<file path="src/rtl/uart_tx_buffered_port_if.sv">
// Core-side load/store port of the UART transmit peripheral, driven by the memory map decoder.
interface uart_tx_buffered_port_if #(
  parameter int DATA_LENGTH = 32
);
  logic [3:0]             address;
  logic                   select;
  logic                   write;
  logic [DATA_LENGTH-1:0] data_in;
  logic [DATA_LENGTH-1:0] data_out;

  modport master (output address, select, write, data_in, input data_out);
  modport slave  (input address, select, write, data_in, output data_out);
endinterface

</file>
<file path="src/rtl/uart_tx_buffered_port.sv">
// Memory-mapped 8N1 UART transmitter: stores queue bytes in an 8-deep FIFO and
// the baud FSM drains it back-to-back, so firmware only polls STATUS.
//
// state | meaning
// IDLE  | line high, waiting for the FIFO to become non-empty
// START | start bit (line low) for one bit period
// DATA  | shifter[0] on the line, LSB first, 8 bit periods
// STOP  | stop bit (line high); pops the next byte at its end if one is waiting
module uart_tx_buffered_port #(
  parameter int CLK_FREQ    = 50_000_000,
  parameter int BAUD        = 115200,
  parameter int FIFO_AW     = 3,
  parameter int DATA_LENGTH = 32
) (
  input  logic                   clk_sys,
  input  logic                   rst_b,
  uart_tx_buffered_port_if.slave bus,
  output logic                   tx,
  output logic                   tx_busy,
  output logic [FIFO_AW:0]       fifo_count
);
  localparam int DIV   = CLK_FREQ / BAUD;
  localparam int DEPTH = 2 ** FIFO_AW;
  localparam int CW    = $clog2(DIV);
  localparam logic [CW-1:0]      CNT_LAST = CW'(DIV - 1);
  localparam logic [CW-1:0]      CNT_ONE  = CW'(1);
  localparam logic [FIFO_AW-1:0] PTR_ONE  = FIFO_AW'(1);
  localparam logic [FIFO_AW:0]   OCC_ONE  = (FIFO_AW + 1)'(1);
  localparam logic [FIFO_AW:0]   OCC_FULL = (FIFO_AW + 1)'(DEPTH);

  typedef enum logic [1:0] {IDLE, START, DATA, STOP} state_t;

  state_t               state, state_n;
  logic [7:0]           shifter, shifter_n;
  logic [CW-1:0]        baud_cnt, baud_n;
  logic [2:0]           bit_idx, bit_n;
  logic [7:0]           mem [DEPTH];
  logic [FIFO_AW-1:0]   wr_ptr, rd_ptr;
  logic [FIFO_AW:0]     count;
  logic                 overflow;
  logic                 full, empty, pop, bit_end;
  logic                 push, push_ok, flush, clr_ovf, ovf_set, ctrl_wr;
  logic [DATA_LENGTH-1:0] status;
  logic                 unused_data_bits;

  assign unused_data_bits = ^bus.data_in[DATA_LENGTH-1:8];

  assign full    = (count == OCC_FULL);
  assign empty   = (count == '0);
  assign push    = bus.select && bus.write && (bus.address == 4'h0);
  assign ctrl_wr = bus.select && bus.write && (bus.address == 4'h8);
  assign flush   = ctrl_wr && bus.data_in[0];
  assign clr_ovf = ctrl_wr && bus.data_in[1];
  // a pop in the same cycle frees the slot, so a push at full is still taken
  assign push_ok = push && (!full || pop);
  assign ovf_set = push && full && !pop && !flush;

  always_ff @(posedge clk_sys) begin
    if (!rst_b) begin
      wr_ptr   <= '0;
      rd_ptr   <= '0;
      count    <= '0;
      overflow <= 1'b0;
    end else begin
      if (flush) begin
        wr_ptr <= '0;
        rd_ptr <= '0;
        count  <= '0;
      end else begin
        if (push_ok) wr_ptr <= wr_ptr + PTR_ONE;
        if (pop)     rd_ptr <= rd_ptr + PTR_ONE;
        case ({push_ok, pop})
          2'b10:   count <= count + OCC_ONE;
          2'b01:   count <= count - OCC_ONE;
          default: count <= count;
        endcase
      end
      if (clr_ovf) overflow <= 1'b0;
      if (ovf_set) overflow <= 1'b1;
    end
  end

  always_ff @(posedge clk_sys) begin
    if (push_ok && !flush) mem[wr_ptr] <= bus.data_in[7:0];
  end

  assign bit_end = (baud_cnt == CNT_LAST);

  always_ff @(posedge clk_sys) begin
    if (!rst_b) begin
      state    <= IDLE;
      shifter  <= '0;
      baud_cnt <= '0;
      bit_idx  <= '0;
    end else begin
      state    <= state_n;
      shifter  <= shifter_n;
      baud_cnt <= baud_n;
      bit_idx  <= bit_n;
    end
  end

  always_comb begin
    state_n   = state;
    shifter_n = shifter;
    baud_n    = baud_cnt;
    bit_n     = bit_idx;
    pop       = 1'b0;
    case (state)
      IDLE: begin
        if (!empty) begin
          pop       = 1'b1;
          shifter_n = mem[rd_ptr];
          baud_n    = '0;
          state_n   = START;
        end
      end
      START: begin
        if (bit_end) begin
          baud_n  = '0;
          bit_n   = '0;
          state_n = DATA;
        end else begin
          baud_n = baud_cnt + CNT_ONE;
        end
      end
      DATA: begin
        if (bit_end) begin
          baud_n    = '0;
          shifter_n = {1'b0, shifter[7:1]};
          if (bit_idx == 3'd7) state_n = STOP;
          else                 bit_n   = bit_idx + 3'd1;
        end else begin
          baud_n = baud_cnt + CNT_ONE;
        end
      end
      STOP: begin
        if (bit_end) begin
          baud_n = '0;
          if (!empty) begin
            pop       = 1'b1;
            shifter_n = mem[rd_ptr];
            state_n   = START;
          end else begin
            state_n = IDLE;
          end
        end else begin
          baud_n = baud_cnt + CNT_ONE;
        end
      end
      default: state_n = IDLE;
    endcase
  end

  always_comb begin
    tx = 1'b1;
    if (state == START)     tx = 1'b0;
    else if (state == DATA) tx = shifter[0];
  end

  assign tx_busy    = (state != IDLE);
  assign fifo_count = count;

  always_comb begin
    status      = '0;
    status[0]   = full;
    status[1]   = empty;
    status[2]   = tx_busy;
    status[3]   = overflow;
    status[7:4] = 4'(count);
  end

  assign bus.data_out = (bus.select && !bus.write && bus.address == 4'h4) ? status : '0;
endmodule
</file>
<file path="src/flat_wrapper.sv">
// flat-port wrapper written by rule: the top's interface ports become plain ports
module uart_tx_buffered_port_flat 
#(
  parameter int CLK_FREQ    = 50_000_000,
  parameter int BAUD        = 115200,
  parameter int FIFO_AW     = 3,
  parameter int DATA_LENGTH = 32
)
  (clk_sys, rst_b, tx, tx_busy, fifo_count, bus_address, bus_select, bus_write, bus_data_in, bus_data_out);
  uart_tx_buffered_port_if #(.DATA_LENGTH(DATA_LENGTH)) bus_i ();
  input  logic clk_sys;
  input  logic rst_b;
  output logic tx;
  output logic tx_busy;
  output logic [FIFO_AW:0] fifo_count;
  input wire logic [$bits(bus_i.address)-1:0] bus_address;
  input wire logic [$bits(bus_i.select)-1:0] bus_select;
  input wire logic [$bits(bus_i.write)-1:0] bus_write;
  input wire logic [$bits(bus_i.data_in)-1:0] bus_data_in;
  output wire logic [$bits(bus_i.data_out)-1:0] bus_data_out;
  assign bus_i.address = bus_address;
  assign bus_i.select = bus_select;
  assign bus_i.write = bus_write;
  assign bus_i.data_in = bus_data_in;
  assign bus_data_out = bus_i.data_out;
  uart_tx_buffered_port #(.CLK_FREQ(CLK_FREQ), .BAUD(BAUD), .FIFO_AW(FIFO_AW), .DATA_LENGTH(DATA_LENGTH)) u_core (.clk_sys(clk_sys), .rst_b(rst_b), .bus(bus_i), .tx(tx), .tx_busy(tx_busy), .fifo_count(fifo_count));
endmodule
</file>
<file path="config.mk">
export PLATFORM = sky130hd
export DESIGN_NAME = uart_tx_buffered_port_flat
export DESIGN_NICKNAME = d
export VERILOG_FILES = /design/src/rtl/uart_tx_buffered_port_if.sv /design/src/rtl/uart_tx_buffered_port.sv /design/src/flat_wrapper.sv
export SDC_FILE = /design/constraint.sdc
export NUM_CORES = 1
export LEC_CHECK = 0
export BUFFER_PORTS_ARGS = -buffer_cell sky130_fd_sc_hd__buf_4
export CORE_MARGIN = 2
export CORE_UTILIZATION = 60
export CTS_CLUSTER_DIAMETER = 200
export DETAILED_ROUTE_END_ITERATION = 8
export PLACE_DENSITY_LB_ADDON = 0.12
export SYNTH_ARGS = -nofsm -noshare
export SYNTH_HDL_FRONTEND = slang
export SYNTH_SLANG_ARGS = --single-unit
</file>
<file path="constraint.sdc">
create_clock -name clk_sys -period 4.6 [get_ports clk_sys]
set_clock_uncertainty 0.1 [all_clocks]
set_input_delay 0.92 -clock clk_sys [delete_from_list [all_inputs] [get_ports clk_sys]]
set_output_delay 0.92 -clock clk_sys [all_outputs]
set_load 0.01 [all_outputs]
</file>
==> results of run 1 <==
## cells by family (layout without fill, tap and decap cells)
family,Yosys count,count (layout),share of synthesized area [%]
adders and majority gates,12,12,3.32
DFF,100,100,58.4
AOI/OAI and AO/OA,47,47,7.06
other,1,24,0.0829
buffers and inverters,44,55,5.92
and+or+nand+nor,103,103,12.2
xor gates and xnor gates,11,11,2.13
muxes,29,29,10.8
## layer usage
layer,global-route usage [%],vias up
li1,-,1288
met1,26.3,1270
met2,30.3,61
met3,5.68,16
met4,6.82,0
met5,0,-
## cells in the mapped netlist, types with 8 or more instances
library cell   n
buf_4         26
dfxtp_1       36
mux2i_1       13
o21ai_0       13
nand3_1        9
nand2_1       19
ha_1          12
and2_1        10
edfxtp_1      64
a22o_1         8
mux4_2        16
nor2_1        32
## placed cells by master, fill, tap and decap left out, types with 3 or more instances in the layout
cell type	n
edfxtp_1	64
dfxtp_1	36
nor2_1	32
buf_4	31
conb_1	24
nand2_1	19
mux4_2	16
mux2i_1	13
o21ai_0	13
ha_1	12
and2_1	10
nand3_1	9
clkbuf_8	9
a22o_1	8
inv_1	7
nor3_1	7
a21oi_1	7
xor2_1	6
xnor2_1	5
a211oi_1	5
nor2b_1	3
nand2b_1	3
nor3b_1	3
inv_8	3
## final timing paths
path | endpoint | slack, ns | depth (start not counted)
max | bus_data_out[7] | 1.52 | 5
min | u_core.shifter[6]$_SDFFE_PN0P_ | 0.39 | 1
max reg2reg | u_core.mem[4][0]$_DFFE_PP_ | 1.74 | 6
min reg2reg | u_core.shifter[6]$_SDFFE_PN0P_ | 0.39 | 1
## power groups by stage
stage                     clock network (mW)  registers, mW  logic [mW]
after global placement                     0           1.10       0.554
after global routing                   0.581           1.10       0.631
after floorplan                            0           1.06       0.488
after CTS                              0.553           1.09       0.567
final                                  0.536           1.08       0.566
after detailed placement                   0           1.11       0.567
## metrics by stage
stage | cell area [sq um] | utilization, % | power (mW)
6_report | 4920 | 67.5 | 2.19
5_1_grt | 4920 | 67.5 | 2.31
4_1_cts | 4920 | 67.5 | 2.21
3_5_place_dp | 4730 | 64.8 | 1.67
3_3_place_gp | 4730 | 64.8 | 1.66
2_1_floorplan | 4610 | - | 1.55
## state kept, by name, summed over array words and instances, names as in the netlist, named ones only
signal             cells
u_core.baud_cnt        9
u_core.mem            64
u_core.state           2
u_core.wr_ptr          3
u_core.shifter         8
u_core.bit_idx         3
u_core.rd_ptr          3
u_core.overflow        1
u_core.fifo_count      4
## layout make-up
class	instances	area (sq um)
multi-input combinational	226	1700
fill	562	2370
sequential	100	2640
tap	99	124
timing repair buffer	31	233
clock buffer	9	124
clock inverter	7	70.1
inverter	8	30.0
## worst register-to-register path, delay by kind of cell (launching register included)
| kind | cells | cell delay, ns |
|---|---|---|
| compound gates | 1 | 0.15 |
| fa+ha+maj | 1 | 0.35 |
| flops | 1 | 0.38 |
| simple gates | 3 | 1.41 |
| buf+inv | 1 | 0.12 |
==> summary.md, run 1 <==
| Metric | Value |
|---|---|
| Vias in the first global route | `2430` |
| Setup TNS | `0 ns` |
| CP Buf/Inv Count | `2` |
| IO Pins | `78` |
| Hold Crit Class | `reg -> reg` |
| Final setup vio count | `0` |
| Syn Area/Cell | `13.0 sq um` |
| Combinational group share of total power | `25.9%` |
| Die Area | `8250 sq um` |
| Critical Path AT | `2.06 ns` |
| Core Region | `7290 sq um` |
| DRT antenna net count | `0` |
| Via count | `2635` |
| # placed instances | `464` |
| Seq pwr share | `49.6%` |
| Die width | `90.8 microns` |
| Global route overflow | `0` |
| Final worst slack | `1.52 ns` |
| Post-synth ARST share | `0%` |
| Area leader, netlist | `edfxtp_1` |
| Met2 wire len | `3.57 mm` |
| DR iter-0 viols | `119` |
| H-tree depth | `3` |
| Yosys top cell area share | `42.5%` |
| Status | `complete, no violations` |
| Met3 WL | `395 microns` |
| Crit Path Category | `in -> out` |
| DRT Wirelength | `7.63 mm` |
| Static Leak | `1.73 nW` |
| Switching share of total power | `32.7%` |
| Cell-internal power | `1.47 mW` |
| Max clock buf depth | `2` |
| Cells after Synth | `347` |
| Crit. Startpoint | `bus_address[1]` |
| Layout cells sized above 1 | `18.9%` |
| Highest routed layer | `met4` |
| Worst Setup Start Kind | `primary input` |
| Max-slew violation count | `0` |
| Hold_buf cts | `0` |
| CP max stage cell | `nor4b_2` |
| Final Hold Slack | `0.388 ns` |
| Cell family contributing the most delay on the critical path | `simple AND/OR/NAND/NOR gates` |
| Routability Congestion | `0.780` |
| Switch Pwr | `715 uW` |
| EDFF count, synth | `64` |
| Clock sink count | `100` |
| TritonCTS clock tree | `yes` |
| Tcrit/Tclk final | `67.0%` |
| Max_slew headroom | `28.4%` |
| First-pass GRT wire length | `12.3 mm` |
| Synth Cell Area | `4520 sq um` |
| Max Clk Rate | `0.325 GHz` |
| Post-CTS setup buffer count | `0` |
| Metal-1 WL | `3.52 mm` |
| Layout Nets | `428` |
| Seq/Total Area, Yosys | `58.4%` |
| Critical Path, Cell by Cell | `buf_4 -> nor4b_2 -> and3b_1 -> and2_1 -> buf_4` |
| Required @ worst endpoint | `3.58 ns` |
| Worst vdd ir | `0.268 mV` |
| Most Frequent Cell on Critical Path | `buf_4` |
| Die height | `90.8 microns` |
| HPWL after DPL | `5.25 mm` |
| Drt wl/cell | `15.9 microns` |
| Minimum clock period after layout | `3.08 ns` |
| Drt via density | `5.49` |
| Post-CTS sizing | `0` |
| RSZ-0062 raised after global routing | `false` |
| Inserted Diodes | `0` |
| Yosys warnings | `0` |
| Primary FF master, synth | `edfxtp_1` |
| IO Port Bufs | `29` |
| Dominant cells by area after synthesis | `edfxtp_1, dfxtp_1, mux4_2` |
| Hold Crit Start | `u_core.shifter[6]$_SDFFE_PN0P_` |
| Clk Latency, worst-skew pair | `0.37 ns` |
| Syn-to-layout area delta | `8.83%` |
| Max cap viols | `0` |
| Initial Util | `62.0%` |
| Clock transition at path regs | `0.09 ns` |
| Clk pwr share | `24.5%` |
| P per Cell Area | `444 nW/um^2` |
| Crit-path max FO | `5` |
| CP peak stage delay | `0.43 ns` |
| # DRC | `0` |
| Clk root buf | `clkbuf_8` |
| Detailed Routing Iterations Pass 1 | `4` |
| Worst-margin pin slew | `1.07 ns` |
| Total CTS buffers | `9` |
| Synthesis-stage register bit count | `100` |
| Crit end category | `primary output` |
| Reg2reg start | `u_core.state[0]$_SDFFE_PN0P_` |
| Final Hold Vio Count | `0` |
| Rows | `31` |
| Antenna violations before repair | `0` |
| Netlist cell types | `54` |
| Place WS | `1.27 ns` |
| Tot GR Track Use | `19.4%` |
| Largest net degree at the start of global routing | `26` |
| Final cell count without fillers | `480` |
Note: power is estimated with default switching activity, not from simulation.
==> run 2: changes to the inputs <==
--- a/config.mk
+++ b/config.mk
@@ -5,9 +5,10 @@
 export SDC_FILE = /design/constraint.sdc
 export NUM_CORES = 1
 export LEC_CHECK = 0
+export ABC_AREA = 1
 export BUFFER_PORTS_ARGS = -buffer_cell sky130_fd_sc_hd__buf_4
 export CORE_MARGIN = 2
-export CORE_UTILIZATION = 60
+export CORE_UTILIZATION = 50
 export CTS_CLUSTER_DIAMETER = 200
 export DETAILED_ROUTE_END_ITERATION = 8
 export PLACE_DENSITY_LB_ADDON = 0.12
==> constraint.sdc (replaced) <==
create_clock -name clk_sys -period 2.5 [get_ports clk_sys]
set_clock_uncertainty 0.1 [all_clocks]
set_input_delay 0.5 -clock clk_sys [delete_from_list [all_inputs] [get_ports clk_sys]]
set_output_delay 0.5 -clock clk_sys [all_outputs]
set_load 0.01 [all_outputs]
==> run 2 against run 1 <==
  * Flip-flop and latch count is the same
  * Combinational power grew to 3.0 times the previous value
  * Die area grew 20%
  * Largest cell class unchanged
  * Non-clock buffer count grew 14
  * Synthesized cell count grew 36%
==> summary.md, run 2 <==
| Metric | Value |
|---|---|
| Met3 WL | `329 microns (-17%)` |
| Met2 wire len | `4.70 mm (+32%)` |
| Required @ worst endpoint | `2.46 ns (-1.12 ns)` |
| Worst vdd ir | `0.522 mV (+94%)` |
| EDFF count, synth | `64 (unchanged)` |
| H-tree depth | `3 (unchanged)` |
| HPWL after DPL | `6.32 mm (+20%)` |
| Clock transition at path regs | `0.09 ns (about the same)` |
| Hold Crit Class | `in -> reg` |
| Critical Path, Cell by Cell | `inv_1 -> ha_1 -> nor2_4 -> nand2_4 -> nand2_4 -> nand2_4 -> inv_1 -> nand2_1 -> nor3_1 -> buf_4` |
| Synth Cell Area | `4560 sq um (+0.89%)` |
| Setup TNS | `0 ns (unchanged)` |
| Placed Instance Area | `4890 sq um (+3.5%)` |
| Vias in the first global route | `3179 (+31%)` |
| Rows | `34 (+9.7%)` |
| Drt wl/cell | `14.7 microns (-7.4%)` |
| IO Pins | `78 (unchanged)` |
| Design area | `5070 sq um (+3.0%)` |
| DR iter-0 viols | `124 (+4.2%)` |
| Cells after Synth | `471 (+36%)` |
| Die Area | `9900 sq um (+20%)` |
| Syn-to-layout area delta | `11.1%` |
| RSZ-0062 raised after global routing | `false` |
| Critical Path AT | `2.21 ns (+0.15 ns)` |
| Max reg flops | `64 (unchanged)` |
| Max_slew headroom | `60.1% (+32 points)` |
| Die height | `99.5 microns (+9.6%)` |
| Synthesis-stage register bit count | `100 (unchanged)` |
| Layout cells sized above 1 | `15.0% (-3.9 points)` |
| Clk Latency, worst-skew pair | `0.36 ns (about the same)` |
| CP max stage cell | `dfxtp_2` |
| Antenna violations before repair | `0 (unchanged)` |
| P per Cell Area | `887 nW/um^2 (+100%)` |
| Layout Nets | `566 (+32%)` |
| Setup slack, reg-to-reg | `0.25 ns (-1.49 ns)` |
| Netlist cell types | `35 (-35%)` |
| Metal-1 WL | `4.08 mm (+16%)` |
| Worst Setup Start Kind | `flip-flop` |
| Multi-input gate area | `1630 sq um (-3.8%)` |
| Minimum clock period after layout | `2.25 ns` |
| Yosys top cell area share | `42.1% (-0.37 points)` |
| Largest regs | `u_core.mem x64, u_core.baud_cnt x9, u_core.shifter x8` |
| Routability Congestion | `0.822 (+5.3%)` |
| Tot GR Track Use | `19.9% (+0.45 points)` |
| Yosys warnings | `0 (unchanged)` |
| TritonCTS clock tree | `yes` |
| FILL cells | `799 (+42%)` |
| Dominant cells by area after synthesis | `edfxtp_1, dfxtp_1, nor2_1` |
| Highest routed layer | `met4` |
| Largest net degree at the start of global routing | `33 (+27%)` |
| Post-CTS setup buffer count | `0 (unchanged)` |
| Crit-path max FO | `8 (+3)` |
| Drt via density | `5.18 (-5.6%)` |
| Inserted Diodes | `0 (unchanged)` |
| First-pass GRT wire length | `15.3 mm (+25%)` |
| Seq/Total Area, Yosys | `57.9% (-0.51 points)` |
| Cell family contributing the most delay on the critical path | `simple AND/OR/NAND/NOR gates` |
| Final core occ | `57.6% (-9.9 points)` |
| Initial Util | `51.8% (-10 points)` |
| DRT antenna net count | `0 (unchanged)` |
| Via count | `3249 (+23%)` |
| Post-synth ARST share | `0% (unchanged)` |
| CP Buf/Inv Count | `3 (+1)` |
| Status | `complete, no violations` |
| Max-slew violation count | `0 (unchanged)` |
| Total CTS buffers | `9 (unchanged)` |
| Tcrit/Tclk final | `90.1%` |
| Max Clk Rate | `0.444 GHz` |
| FF/Latch Area | `2650 sq um (about the same)` |
| Clock sink count | `100 (unchanged)` |
| Final Hold Vio Count | `0 (unchanged)` |
| Most frequent cells in the layout | `nor2_1, edfxtp_1, nand2_1, buf_4, inv_1` |
| Core Region | `8810 sq um (+21%)` |
| Max clock buf depth | `2 (unchanged)` |
| Max cap viols | `0 (unchanged)` |
| Primary FF master, synth | `edfxtp_1` |
| Most Frequent Cell on Critical Path | `nand2_4` |
| Leading cell types by count after synthesis | `edfxtp_1, nor2_1, nand2_1` |
| IO Port Bufs | `29 (unchanged)` |
| Register bank with the most flops | `u_core.mem` |
| # DRC | `0 (unchanged)` |
| CP peak stage delay | `0.37 ns (-0.06 ns)` |
| Crit end category | `flip-flop` |
| Static Leak | `1.97 nW (+14%)` |
| DRT Wirelength | `9.23 mm (+21%)` |
| Global route overflow | `0 (unchanged)` |
| Detailed Routing Iterations Pass 1 | `4 (unchanged)` |
| Syn Area/Cell | `9.69 sq um (-26%)` |
| Clk root buf | `clkbuf_8` |
| Area leader, netlist | `edfxtp_1` |
| Crit Path Category | `reg -> reg` |
| Final setup vio count | `0 (unchanged)` |
| Die width | `99.5 microns (+9.6%)` |
| Worst-margin pin slew | `0.597 ns (-0.476 ns)` |
==> run 2: cell types whose count changed after synthesis, sizes merged, moves of 7 or more <==
cell    previous run  this run
nand2             20        65
inv                7        42
nor2              33        67
o21ai             14        40
a21oi              8        30
mux4              16         0
nand3              9        24
mux2i             13         0
o22ai              1        14
and2              10         0
a22o               8         0
o211ai             0         7
==> run 2: metrics by stage <==
stage	total power, mW	instances	worst slack (ns)	hold WS [ns]
after floorplan	3.19	494	0.0445	0.336
after CTS	4.53	627	0.0664	0.264
after global placement	3.61	611	0.161	0.353
final	4.50	627	0.248	0.271
after global routing	4.85	627	0.0246	0.262
after detailed placement	3.66	611	0.0931	0.358
==> run 2: final cells by class <==
class,count,share of cell area (%)
clock inverters,7,0.666
flip-flops and latches,100,52.2
clock buffers,9,2.44
well taps,108,2.67
multi-input cells,315,32.2
inverters,43,3.18
repair buffers,45,6.66
==> run 2: where the power goes <==
group / internal, mW / switching [mW]
registers: 1.86 / 0.0848
clock network: 0.345 / 0.528
logic: 0.592 / 1.09
==> run 2: cell families (layout without fill, tap and decap cells) <==
family / count (synthesis) / count (layout) / synth area share [%]
compound gates: 99 / 99 / 12.3
other cells: 1 / 24 / 0.0822
fa+ha+maj: 12 / 12 / 3.29
buf+inv: 79 / 104 / 8.50
xor+xnor: 2 / 2 / 0.384
flops: 100 / 100 / 57.9
simple gates: 178 / 178 / 17.5
==> run 2: final timing paths <==
kind,startpoint,endpoint,depth (start not counted)
setup / recovery,u_core.state[0]$_SDFFE_PN0P_,u_core.mem[3][5]$_DFFE_PP_,10
hold / removal,bus_data_in[3],u_core.mem[7][3]$_DFFE_PP_,1
setup reg to reg,u_core.state[0]$_SDFFE_PN0P_,u_core.mem[3][5]$_DFFE_PP_,10
hold reg to reg,u_core.shifter[5]$_SDFFE_PN0P_,u_core.shifter[5]$_SDFFE_PN0P_,2
==> run 2: repair_timing <==
action,in CTS,in global routing
gates resized for setup,0,5
hold buffers,0,0
endpoints found under the hold margin,0,0
endpoints found under the setup margin,0,65
==> run 2: metal layers <==
metal | vias to the layer above | track usage, %
met2 | 69 | 34.8
met1 | 1513 | 25.4
met5 | - | 0
li1 | 1657 | -
met4 | 0 | 6.95
met3 | 10 | 2.74
